--- src/rtl/uart_crc_tx_param.sv ---
// UART transmitter with a CRC-8 trailer frame appended after the last payload byte.
// Each payload byte and the trailing CRC byte go out as start, 8 data (LSB first), optional parity and stop bits.
module uart_crc_tx_param #(
  parameter int         CLKS_PER_BIT = 434,
  parameter int         PARITY       = 0,
  parameter int         STOP_BITS    = 1,
  parameter logic [7:0] CRC_POLY     = 8'h07,
  parameter logic [7:0] CRC_INIT     = 8'h00
) (
  input  logic       a,
  input  logic       b,
  input  logic [7:0] s_data,
  input  logic       s_valid,
  input  logic       s_last,
  output logic       s_ready,
  output logic       tx,
  output logic       busy,
  output logic [7:0] crc_out,
  output logic       crc_valid
);

  localparam int             BW       = (CLKS_PER_BIT > 2) ? $clog2(CLKS_PER_BIT) : 1;
  localparam logic [BW-1:0]  BAUD_MAX = BW'(CLKS_PER_BIT - 1);
  localparam logic [2:0]     STOP_MAX = 3'(STOP_BITS - 1);
  localparam logic           ODD      = (PARITY == 2);
  localparam logic           HAS_PAR  = (PARITY != 0);

  localparam logic [2:0] S_IDLE  = 3'd0;
  localparam logic [2:0] S_START = 3'd1;
  localparam logic [2:0] S_DATA  = 3'd2;
  localparam logic [2:0] S_PAR   = 3'd3;
  localparam logic [2:0] S_STOP  = 3'd4;

  logic [2:0]    state;
  logic [BW-1:0] baud;
  logic [2:0]    bit_cnt;
  logic [7:0]    shreg;
  logic          par_bit;
  logic          last_q;
  logic          crc_phase;
  logic [7:0]    crc;
  logic          accept;
  logic          bit_end;

  // MSB-first, non-reflected CRC-8 over one byte
  function automatic logic [7:0] crc_upd(input logic [7:0] c, input logic [7:0] d);
    logic [7:0] x;
    x = c ^ d;
    for (int i = 0; i < 8; i++)
      x = x[7] ? ((x << 1) ^ CRC_POLY) : (x << 1);
    return x;
  endfunction

  assign s_ready = b && (state == S_IDLE);
  assign accept  = s_valid && s_ready;
  assign busy    = (state != S_IDLE);
  assign bit_end = (baud == BAUD_MAX);

  always_comb begin
    tx = 1'b1;
    case (state)
      S_START: tx = 1'b0;
      S_DATA:  tx = shreg[0];
      S_PAR:   tx = par_bit;
      default: tx = 1'b1;
    endcase
  end

  always_ff @(posedge a) begin
    if (!b) begin
      state     <= S_IDLE;
      baud      <= '0;
      bit_cnt   <= '0;
      shreg     <= '0;
      par_bit   <= 1'b0;
      last_q    <= 1'b0;
      crc_phase <= 1'b0;
      crc       <= CRC_INIT;
      crc_out   <= 8'h00;
      crc_valid <= 1'b0;
    end else begin
      crc_valid <= 1'b0;
      if (state == S_IDLE) begin
        baud    <= '0;
        bit_cnt <= '0;
        if (accept) begin
          shreg   <= s_data;
          par_bit <= (^s_data) ^ ODD;
          last_q  <= s_last;
          crc     <= crc_upd(crc, s_data);
          state   <= S_START;
        end
      end else if (!bit_end) begin
        baud <= baud + 1'b1;
      end else begin
        baud <= '0;
        case (state)
          S_START: begin
            bit_cnt <= '0;
            state   <= S_DATA;
          end
          S_DATA: begin
            shreg   <= shreg >> 1;
            bit_cnt <= bit_cnt + 1'b1;
            if (bit_cnt == 3'd7) begin
              bit_cnt <= '0;
              state   <= HAS_PAR ? S_PAR : S_STOP;
            end
          end
          S_PAR: begin
            bit_cnt <= '0;
            state   <= S_STOP;
          end
          S_STOP: begin
            if (bit_cnt != STOP_MAX) begin
              bit_cnt <= bit_cnt + 1'b1;
            end else begin
              bit_cnt <= '0;
              if (crc_phase) begin
                crc_out   <= crc;
                crc_valid <= 1'b1;
                crc       <= CRC_INIT;
                crc_phase <= 1'b0;
                last_q    <= 1'b0;
                state     <= S_IDLE;
              end else if (last_q) begin
                // CRC frame follows the last payload frame with no idle gap
                shreg     <= crc;
                par_bit   <= (^crc) ^ ODD;
                crc_phase <= 1'b1;
                state     <= S_START;
              end else begin
                state <= S_IDLE;
              end
            end
          end
          default: state <= S_IDLE;
        endcase
      end
    end
  end

endmodule
--- config.mk ---
export PLATFORM = sky130hd
export DESIGN_NAME = uart_crc_tx_param
export DESIGN_NICKNAME = d
export VERILOG_FILES = /design/src/rtl/uart_crc_tx_param.sv
export SDC_FILE = /design/constraint.sdc
export NUM_CORES = 1
export LEC_CHECK = 0
export ABC_AREA = 1
export ABC_CLOCK_PERIOD_IN_PS = 3600
export CORE_AREA = 2 2 76 78
export DETAILED_ROUTE_END_ITERATION = 7
export DIE_AREA = 0 0 78 80
export GPL_TIMING_DRIVEN = 0
export PLACE_DENSITY = 0.78
export SETUP_SLACK_MARGIN = 0.02
export SLEW_MARGIN = 10
export SYNTH_ARGS = -nofsm -noshare
export SYNTH_HDL_FRONTEND = slang
export SYNTH_SLANG_ARGS = --single-unit
--- constraint.sdc ---
create_clock -name a -period 3.6 [get_ports a]
set_input_delay 0.36 -clock a [delete_from_list [all_inputs] [get_ports a]]
set_output_delay 0.36 -clock a [all_outputs]
set_load 0.1 [all_outputs]
* After elaboration in Yosys (flattened, before gate mapping)
Cells that the tools add are included.
Widths: inputs -> output; s select.
** Word-level totals
- Bits in registers :: 43
- Word-level logic and storage cells :: 112
- Bits of input ports :: 12
- Output and inout port bits :: 12
** Operators by class
- Muxes and demuxes :: 49
- Reductions and logical operators :: 24
- Bitwise operators :: 14
- Equality and inequality tests :: 13
- Add/subtract/negate cells :: 2
** Operators with widths (number)
- $mux 8 :: 12
- $mux 3 :: 15
- $not 3->3 :: 8
- $mux 1 :: 18
- $pmux 8 s2 :: 1
- $reduce_xor 8->1 :: 2
- $ne 3x3->1 const B :: 4
- $pmux 3 s4 :: 1
- $reduce_and 6->1 :: 2
- $reduce_bool 3->1 :: 4
- $reduce_and 5->1 :: 2
- $add 9x1->9 const B :: 1
- $eq 9x9->1 const B :: 1
- $pmux 3 s3 :: 1
- $reduce_and 4->1 :: 2
- $reduce_bool 2->1 :: 4
- $xor 8x8->8 :: 1
- $eq 3x2->1 const B :: 2
- $eq 3x3->1 const B :: 2
- $not 1->1 :: 5
- $reduce_or 5->1 :: 1
- $ne 2x2->1 const B :: 2
- $reduce_or 2->1 :: 2
- $add 3x1->3 const B :: 1
- 7 further kinds :: 8

* Longest topological paths before layout
Gate-level depths: netlist of the first run.
- Depth after elaboration :: 19
- Depth in mapped cells :: 12
- Depth with buffers taken out :: 11

* Worst setup path after synthesis of the first run
No wires, ideal clock.
- Path type :: reg-to-reg
- Start point :: reg state[1]
- End point :: reg shreg[5]
- Stages on the path, launching flop included :: 12
- Data required time :: 3.486 ns
- Path slack :: 1.505 ns
- Clock period less this slack :: 2.095 ns
- Path buffers :: 1
- Data arrival time :: 1.981 ns
- Library setup time :: 0.114 ns
- Cells stage by stage :: dfxtp_1 -> nor2_4 -> nand2_4 -> nor2_4 -> nand2_4 -> nand2_4 -> nand2_2 -> inv_4 -> buf_8 -> nand2_2 -> nand2_2 -> nor2_2
** Between the ends
- Longest elaborated chain between the ends :: 5
- Elaborated cells between the ends (all ways) :: 15
- Classes of those cells :: eq/ne: 6; mux: 3; reduce/logical: 6
** Ends and longest elaborated chain
- from (decl) :: line 34 : logic [2:0] state;
- from (signal assigned) :: line 107 : state <= HAS_PAR ? S_PAR : S_STOP;
- $logic_not 3->1 :: line 54 : assign s_ready = b && (state == S_IDLE);
- $logic_and 1x1->1 :: line 54
- via s_ready :: line 15 : output logic s_ready,
- $logic_and 1x1->1 :: line 55 : assign accept = s_valid && s_ready;
- $ne 2x2->1 (no line)
- $reduce_and 6->1 (no line)
- to (signal assigned) :: line 87 : shreg <= s_data;
- to (signal assigned) :: line 103 : shreg <= shreg >> 1;
- to (signal assigned) :: line 128 : shreg <= crc;
- to (decl) :: line 37 : logic [7:0] shreg;
The timed path passes the listed nets, and every way through them passes these cells. The select of a mux whose other input is x is not followed.
A chain may end at the register's enable or synchronous reset.

* Worst setup path after layout of the first run
- Start point :: reg state[1]
- End point :: out s_ready
** Between the ends
- Longest elaborated chain between the ends :: 2
** Ends and longest elaborated chain (line)
- $logic_not 3->1 :: 54
- $logic_and 1x1->1 :: 54
- to (decl) :: 15
No other way between the ends.

==> flow_metrics.tcl, run 1 <==
set metrics [dict create \
    cts_tree "built" \
    synth_edf_count 0 \
    finalCritPeriodShare 0.7422 \
    nets 444 \
    drtAntennaViolNets 0 \
    synth_most_common_cell "nand2_1" \
    drt_pre_antenna_iters 4 \
    ys_ff_latch 43 \
    crit_buf_inv 1 \
    hold_buffers 0 \
    fp.dieW_um 78 \
    setup_viol_count_final 0 \
    clkPwrFrac 0.236 \
    vias 2509 \
    gp_congestion 0.8327 \
    drive_gt1_frac 0.1075 \
    arrival_ps 2310 \
    synthCells 400 \
    fin_skew_ps 15.20 \
    critical_path.top_delay_family "buffers and inverters" \
    grt_usage 0.2028 \
    fmax_ghz 0.3743 \
    muxShareOfSynthArea 0 \
    drt-total-wl_um 5995 \
    final_max_slew_viol_count 0 \
    clkSlewWorstSetupHoldPaths_ps 80 \
    die_area_um2 6240 \
    cts_buffers 5 \
    yosys-top-cells-area "dfxtp_1, nand2_1, inv_1, a21oi_1, nand3_1" \
    synth_area_um2 2633 \
    crit_top_cell "nor2_4" \
    cts_root_buf "clkbuf_8" \
    cts.repair.resized 0 \
    core-area_um2 5405 \
    synth_ff_type "dfxtp_1" \
    syn_area_per_cell_um2 6.581 \
    slowest_stage "clkdlybuf4s50_1" \
    hold_class "primary input to flop" \
    grt_pass1_vias 2272 \
    port_buffers 20 \
    endpoint_kind "output pin" \
    ys.warnings.count 0 \
    worstSetupStartpointType "flop" \
    slew-limit-headroom 0.3494 \
    setup_ws_ps 928.0 \
    rows 27 \
    pre_cts_slack_ps 1253 \
    synth_cell_types 37 \
    post-synth-top-area-cell "dfxtp_1" \
    drtIter0Drc 94 \
    internal-power_mw 0.7911 \
    post_drt_wl_per_cell_um 11.99 \
    pwr-share-seq 0.412 \
    final_cells 500 \
    grt_overflow 0 \
    swShare 0.3857 \
    dp_hpwl_um 4613 \
    async_flop_share 0 \
    power.leakage_nw 1.296 \
    rsz0062_at_grt "false" \
    start_util 0.4870 \
    fin_crit_ps 2672 \
    htree_levels 2 \
    grt_max_degree 14 \
    boundaryPins 24 \
    power_frac_comb 0.352 \
    cts.sinks 43 \
    synth.top_cell.area_share 0.3270 \
    whs_ps 413.9 \
    cap_violations 0 \
    antenna_found_initial 0 \
    reg2reg_slack_ps 1880 \
    worst_slew_pin_slew_ps 972.9 \
    p_sw_mw 0.4968 \
    synth_compound_area_frac 0.1288 \
    hold_violations 0 \
    dieHeight_um 80 \
    via_per_inst 5.018 \
    antenna_cells 0 \
    synthTopCellsByCount "nand2_1, inv_1, dfxtp_1, nor2_1, a21oi_1" \
    grt_pass1_wl_um 10050 \
    p_per_area_nw_per_um2 428.2 \
    path_cells "nor2_4, nand2_4, nor2_4, clkdlybuf4s50_1" \
    syn2layout_area_growth_pct 14.26 \
    synthAdderAreaFrac 0.02376 \
    status "complete, no violations" \
    final_core_util 0.5565 \
    synth-simple-area-share 0.3579 \
    synth.net_count 417 \
    worstSetupPathType "flop to output pin" \
    drc_errors 0 \
    postCtsSetupRepairBufs 0 \
    worst-path-max-fanout 10 \
    cts_buffer_depth 2 \
    synth_xor_area_frac 0.05656 \
    tns_ps 0 \
    synth_top_family_by_area "simple AND/OR/NAND/NOR gates" \
    crit_required_ps 3240 \
    max_stage_delay_ps 1150 \
    yosysSeqAreaShare 0.3270 \
    clkLatencyLatePin_ps 300 \
    dpl.cell_count 492 \
    ir_worst_vdd_mv 0.2021 \
]
[layout make-up]
| cell class | instances | area, µm² |
|---|---|---|
| Buffer | 11 | 75.07 |
| Fill cell | 556 | 2397 |
| Sequential cell | 43 | 860.8 |
| Clock inverter | 2 | 12.51 |
| Tap cell | 72 | 90.09 |
| Multi-Input combinational cell | 293 | 1493 |
| Clock buffer | 6 | 72.57 |
| Inverter | 53 | 203.9 |
| Timing Repair Buffer | 20 | 200.2 |
[flip-flops by register name (all words and copies together), names as in the netlist, 3 cells and up]
register  count
baud          9
crc           8
crc_out       8
shreg         8
bit_cnt       3
state         3
[metrics by stage]
| step | area [µm²] | power (mW) |
|---|---|---|
| floorplan | 2633 | 0.8902 |
| global placement | 2923 | 0.9802 |
| detailed placement | 2923 | 0.9905 |
| CTS | 3008 | 1.297 |
| global route | 3008 | 1.375 |
| finish | 3008 | 1.288 |
[per-layer routing]
layer  track usage  share of wire
met1        0.2391           0.45
met2        0.3672           0.50
met3       0.03507          0.038
met4       0.07544          0.020
met5             0              0
[worst min-delay path: stages]
cell and delay [ps]:
buf_2 170, o21ai_0 90, a21oi_1 40
[power by group through the flow]
stage	Sequential (mW)	Clock [mW]	Combinational (mW)
final	0.530	0.304	0.454
after global routing	0.535	0.336	0.503
after CTS	0.531	0.315	0.451
after detailed placement	0.542	0	0.449
after global placement	0.539	0	0.441
after floorplan	0.535	0	0.355
[path summary, 6_finish.rpt]
check / from / to / cells past startpoint
worst max-delay path: state[1] / s_ready / 4
worst min-delay path: b / state[1] / 3
worst max register to register: baud[0] / crc_out[2] / 10
worst min register to register: bit_cnt[2] / bit_cnt[2] / 2
[kinds of logic (layout without fill, tap and decap cells)]
group,count (synthesis),after routing
AND/OR/NAND/NOR,210,210
flip-flops,43,43
adder cells (fa/ha/maj),5,5
XOR/XNOR,17,17
AO/OA/AOI/OAI,61,61
buffers and inverters,64,92
[placed cells by master (no fill, tap or decap), drive strengths merged, types with 2 or more instances in the layout]
cell type,instances
o21ai,20
xor2,8
inv,52
nand3,28
o31ai,2
a221oi,6
nor2,42
buf,8
nand2,125
dfxtp,43
clkinv,2
xnor2,9
nand4,2
clkbuf,9
nor4,2
clkdlybuf4s50,20
ha,5
a21oi,29
nand3b,2
o22ai,2
nor3,7
No activity file was read; power rests on OpenSTA's default activity.
==> run 2, diff against run 1 <==
--- a/config.mk
+++ b/config.mk
@@ -6,12 +6,12 @@
 export NUM_CORES = 1
 export LEC_CHECK = 0
 export ABC_AREA = 1
-export ABC_CLOCK_PERIOD_IN_PS = 3600
+export ABC_CLOCK_PERIOD_IN_PS = 2300
 export CORE_AREA = 2 2 76 78
 export DETAILED_ROUTE_END_ITERATION = 7
 export DIE_AREA = 0 0 78 80
 export GPL_TIMING_DRIVEN = 0
-export PLACE_DENSITY = 0.78
+export PLACE_DENSITY = 0.81
 export SETUP_SLACK_MARGIN = 0.02
 export SLEW_MARGIN = 10
 export SYNTH_ARGS = -nofsm -noshare
==> constraint.sdc (replaced) <==
create_clock -name a -period 2.3 [get_ports a]
set_input_delay 0.23 -clock a [delete_from_list [all_inputs] [get_ports a]]
set_output_delay 0.23 -clock a [all_outputs]
set_load 0.1 [all_outputs]
==> run 2 against run 1 <==
Clock power increased by 73%. Sequential power increased by 56%. Critical endpoint unchanged. Routed wire length increased by 0.32%. Count of clock-buffer cells in the layout unchanged.
==> flow_metrics.tcl, run 2 (synthesized netlist as in run 1, its figures left out) <==
set metrics [dict create \
    status "complete, no violations" \
    post_drt_wl_per_cell_um 12.03 \
    rows 27 \
    clkPwrFrac 0.256 \
    clkLatencyLatePin_ps 300 \
    drive_gt1_frac 0.1098 \
    post_dp_cell_area_um2 2923 \
    tns_ps 0 \
    antenna_found_initial 0 \
    worst-path-max-fanout 10 \
    grt.busiest_layer "met2" \
    cts_root_buf "clkbuf_8" \
    boundaryPins 24 \
    pwr-share-seq 0.402 \
    regMostFlops "baud" \
    grt_usage 0.2032 \
    postCtsSetupRepairBufs 0 \
    cts.repair.resized 3 \
    htree_levels 2 \
    p_sw_mw 0.7969 \
    via_per_inst 5.084 \
    met3_usage 0.03054 \
    port_buffers 20 \
    whs_ps 259.4 \
    endpoint_kind "output pin" \
    cts.sinks 43 \
    final_area_um2 3020 \
    p_per_area_nw_per_um2 682.5 \
    globalRouteMet1Util 0.2367 \
    fmax_ghz 0.4532 \
    worstSetupStartpointType "flop" \
    final_common_cell "nand2_1" \
    finalCritPeriodShare 0.9594 \
    dieHeight_um 80 \
    dp_hpwl_um 4573 \
    fin_skew_ps 12.71 \
    nets 444 \
    final_max_slew_viol_count 0 \
    largest_reg_flops 9 \
    cts_buffers 5 \
    setup_viol_count_final 0 \
    worst_slew_pin_slew_ps 978.4 \
    cts_buffer_depth 2 \
    core-area_um2 5405 \
    start_util 0.4870 \
    ir_worst_vdd_mv 0.3463 \
    hold_violations 0 \
    hold_buffers 0 \
    crit_required_ps 2070 \
    power_frac_comb 0.342 \
    fp.dieW_um 78 \
    drc_errors 0 \
    slew-limit-headroom 0.3457 \
    cap_violations 0 \
    worstSetupPathType "flop to output pin" \
    internal-power_mw 1.265 \
    fin_crit_ps 2207 \
    mostFrequentLayoutCells "nand2_1, inv_1, dfxtp_1, nor2_1, a21oi_1" \
    grt_pass1_vias 2412 \
    swShare 0.3866 \
    drt_pre_antenna_iters 4 \
    antenna_cells 0 \
    drtIter0Drc 116 \
    syn2layout_area_growth_pct 14.73 \
    power.leakage_nw 1.306 \
    hold_class "primary input to flop" \
    clkSlewWorstSetupHoldPaths_ps 90 \
    grt_max_degree 15 \
    gp_congestion 0.8282 \
    grt.met2_usage 0.3672 \
    die_area_um2 6240 \
    vias 2542 \
    drtAntennaViolNets 0 \
    grt_overflow 0 \
    rsz0062_at_grt "true" \
    cts_tree "built" \
    grt_pass1_wl_um 10320 \
    arrival_ps 1980 \
    drt-total-wl_um 6014 \
]
## run 2: cell types whose count changed in the layout (fill, tap and decap cells not counted), sizes merged
| cell | before | now |
|---|---|---|
| clkdlybuf4s50 | 20 | 17 |
| clkdlybuf4s15 | 0 | 2 |
| dlygate4sd2 | 0 | 1 |
## run 2: worst max-delay path, stage by stage, from the launching register on
cell	delay, ps
dfxtp_1	380
nor2_4	190
nand2_4	140
nor2_4	140
clkdlybuf4s15_1	830
## run 2: power by group through the flow
stage          combinational (mW)  clock [mW]  sequential [mW]
3_5_place_dp                0.702           0            0.846
6_report                    0.705       0.527            0.829
4_1_cts                     0.698       0.541            0.828
5_1_grt                     0.783       0.569            0.834
2_1_floorplan               0.556           0            0.837
3_3_place_gp                0.686           0            0.844
## run 2: final cells by class
cell class | count | area (µm²)
Timing Repair Buffer | 20 | 198.9
Clock buffer | 6 | 82.58
Multi-Input combinational cell | 293 | 1493
Tap cell | 72 | 90.09
Clock inverter | 2 | 16.27
Sequential cell | 43 | 860.8
Buffer | 11 | 75.07
Fill cell | 535 | 2385
Inverter | 53 | 203.9
## run 2: worst paths after layout
path | to | depth (start not counted) | from | slack [ps]
max | s_ready | 4 | state[1] | 90
min | crc_out[0] | 3 | b | 260
max reg2reg | crc_out[2] | 10 | baud[0] | 640
min reg2reg | bit_cnt[2] | 2 | bit_cnt[2] | 480
## run 2: layer usage
| layer | part of all wire | vias to the layer above |
|---|---|---|
| li1 | - | 1331 |
| met1 | 0.45 | 1141 |
| met2 | 0.49 | 59 |
| met3 | 0.040 | 11 |
| met4 | 0.024 | 0 |
| met5 | 0 | - |
## run 2: through the flow
step	utilization	setup WS [ps]	cells	power, mW
2_1_floorplan	-	205.0	400	1.393
3_3_place_gp	0.5407	106.3	492	1.530
3_5_place_dp	0.5407	104.8	492	1.548
4_1_cts	0.5583	59.40	500	2.067
5_1_grt	0.5588	17.26	500	2.187
6_report	0.5588	93.42	500	2.062
==> run 3, diff against run 2 <==
--- a/config.mk
+++ b/config.mk
@@ -6,12 +6,13 @@
 export NUM_CORES = 1
 export LEC_CHECK = 0
 export ABC_AREA = 1
-export ABC_CLOCK_PERIOD_IN_PS = 2300
+export ABC_CLOCK_PERIOD_IN_PS = 2500
 export CORE_AREA = 2 2 76 78
+export CTS_CLUSTER_DIAMETER = 100
 export DETAILED_ROUTE_END_ITERATION = 7
 export DIE_AREA = 0 0 78 80
 export GPL_TIMING_DRIVEN = 0
-export PLACE_DENSITY = 0.81
+export PLACE_DENSITY = 0.78
 export SETUP_SLACK_MARGIN = 0.02
 export SLEW_MARGIN = 10
 export SYNTH_ARGS = -nofsm -noshare
==> constraint.sdc (replaced) <==
create_clock -name a -period 2.5 [get_ports a]
set_input_delay 0.25 -clock a [delete_from_list [all_inputs] [get_ports a]]
set_output_delay 0.25 -clock a [all_outputs]
set_load 0.1 [all_outputs]
==> run 3 against run 2 <==
Count of clock-buffer cells in the layout is the same. Sequential share of layout area grew 0.12 points. Hold slack gained 44 ps. Clock skew grew 2.5 ps. Cell count is the same. Register-to-register slack gained 140 ps. Non-clock buffer count is the same. Sequential power shrank 7.8%. Critical path depth is the same. First-iteration DRC count shrank 19%. Sequential cell count is the same. Critical path type unchanged. Largest cell class unchanged. Largest power group unchanged.
==> flow_metrics.tcl, run 3 (synthesized netlist as in run 1, its figures left out) <==
set metrics [dict create \
    fmax_ghz 0.4384 \
    setup_viol_count_final 0 \
    hold_violations 0 \
    rsz0062_at_grt "false" \
    top_layer_used "met4" \
    wl_met1_um 2672 \
    ir_worst_vdd_mv 0.2901 \
    tns_ps 0 \
    power.leakage_nw 1.311 \
    dp_hpwl_um 4613 \
    grt_pass1_wl_um 10050 \
    final_common_cell "nand2_1" \
    worst-path-max-fanout 10 \
    largest_reg_flops 9 \
    regArea_um2 860.8 \
    fillers 558 \
    cts.sinks 43 \
    htree_levels 2 \
    drive_gt1_frac 0.1075 \
    dieHeight_um 80 \
    drc_errors 0 \
    cts_root_buf "clkbuf_8" \
    arrival_ps 2030 \
    final_core_util 0.5565 \
    cap_violations 0 \
    finalCritPeriodShare 0.9124 \
    reg2reg_slack_ps 780 \
    final_cells 500 \
    grt_pass1_vias 2272 \
    crit_required_ps 2250 \
    drt_pre_antenna_iters 4 \
    drtIter0Drc 94 \
    rows 27 \
    drt-total-wl_um 5998 \
    worst_slew_pin_slew_ps 972.9 \
    fp.dieW_um 78 \
    final_max_slew_viol_count 0 \
    antenna_cells 0 \
    hold_depth 3 \
    regMostFlops "baud" \
    mostFrequentLayoutCells "nand2_1, inv_1, dfxtp_1, nor2_1, a21oi_1" \
    r2r_start "baud[0]" \
    reg2reg_to "crc_out[2]" \
    nets 444 \
    postCtsSetupRepairBufs 0 \
    start_util 0.4870 \
    cts_tree "built" \
    cts_buffer_depth 2 \
    fin_skew_ps 15.20 \
    cts_buffers 5 \
    gp_congestion 0.8327 \
    p_per_area_nw_per_um2 615.0 \
    worstSetupPathType "flop to output pin" \
    clkLatencyLatePin_ps 300 \
    whs_ps 303.9 \
    via_per_inst 5.018 \
    slew-limit-headroom 0.3494 \
    p_total_mw 1.850 \
    grt_usage 0.2028 \
    route.met2.wl_um 2976 \
    grt_overflow 0 \
    status "complete, no violations" \
    boundaryPins 24 \
    syn2layout_area_growth_pct 14.26 \
    endpoint_kind "output pin" \
    endpoint "s_ready" \
    antenna_found_initial 0 \
    dpl.cell_count 492 \
    wl_met3_um 231 \
    hold_class "primary input to flop" \
    post_drt_wl_per_cell_um 12.00 \
    vias 2509 \
    worstSetupStartpointType "flop" \
    core-area_um2 5405 \
    port_buffers 20 \
    drtAntennaViolNets 0 \
    multi_input_area_um2 1493 \
    clkSlewWorstSetupHoldPaths_ps 80 \
    grt_max_degree 14 \
    startpoint "state[1]" \
    die_area_um2 6240 \
    fin_crit_ps 2281 \
    r2r_cells 10 \
]
run 3: cell count changes in the layout (fill, tap and decap cells not counted):
cell / change
clkdlybuf4s15_1: -2
clkbuf_1: +1
clkbuf_8: -1
clkinv_2: +1
clkinv_4: -1
dlygate4sd2_1: +1
dlymetal6s2s_1: +1
run 3: worst min path at each step:
stage            endpoint     from  slack [ps]
4_1_cts          state[1]        b         290
3_5_place_dp      baud[0]  baud[0]         460
5_1_grt        crc_out[5]        b         300
6_report         state[1]        b         300
2_1_floorplan      last_q   s_last         400
3_3_place_gp      baud[0]  baud[0]         450
run 3: per-layer routing:
metal,up-vias,GRT usage
li1,1337,-
met1,1115,0.2391
met2,48,0.3672
met3,9,0.03507
met4,0,0.07544
met5,-,0
run 3: power by group:
group / switching, mW / internal [mW]
clock network: 0.242 / 0.196
logic: 0.436 / 0.212
registers: 0.0369 / 0.727
run 3: timing repair:
action | 4_1_cts | 5_1_grt
hold buffers | 0 | 0
pin swaps | 0 | 0
gates resized for setup | 2 | 1
endpoints found under the setup margin | 2 | 1
run 3: per-stage QoR:
stage,cell area (µm²),setup WS (ps)
after floorplan,2633,405.0
after global placement,2923,295.7
after detailed placement,2923,281.9
after CTS,3005,47.29
after global routing,3008,131.0
final,3008,218.9
run 3: worst max-delay path, cell delays in order (launching register included):
cell and delay, ps:
dfxtp_1 380, nor2_4 180, nand2_4 150, nor2_4 150, dlygate4sd2_1 870
run 3: layout make-up:
type | instances | area share
Clock buffer | 6 | 0.02413
Clock inverter | 2 | 0.004160
Sequential cell | 43 | 0.2862
Tap cell | 72 | 0.02995
Timing Repair Buffer | 20 | 0.06656
Buffer | 11 | 0.02496
Inverter | 53 | 0.06780
Multi-Input combinational cell | 293 | 0.4963
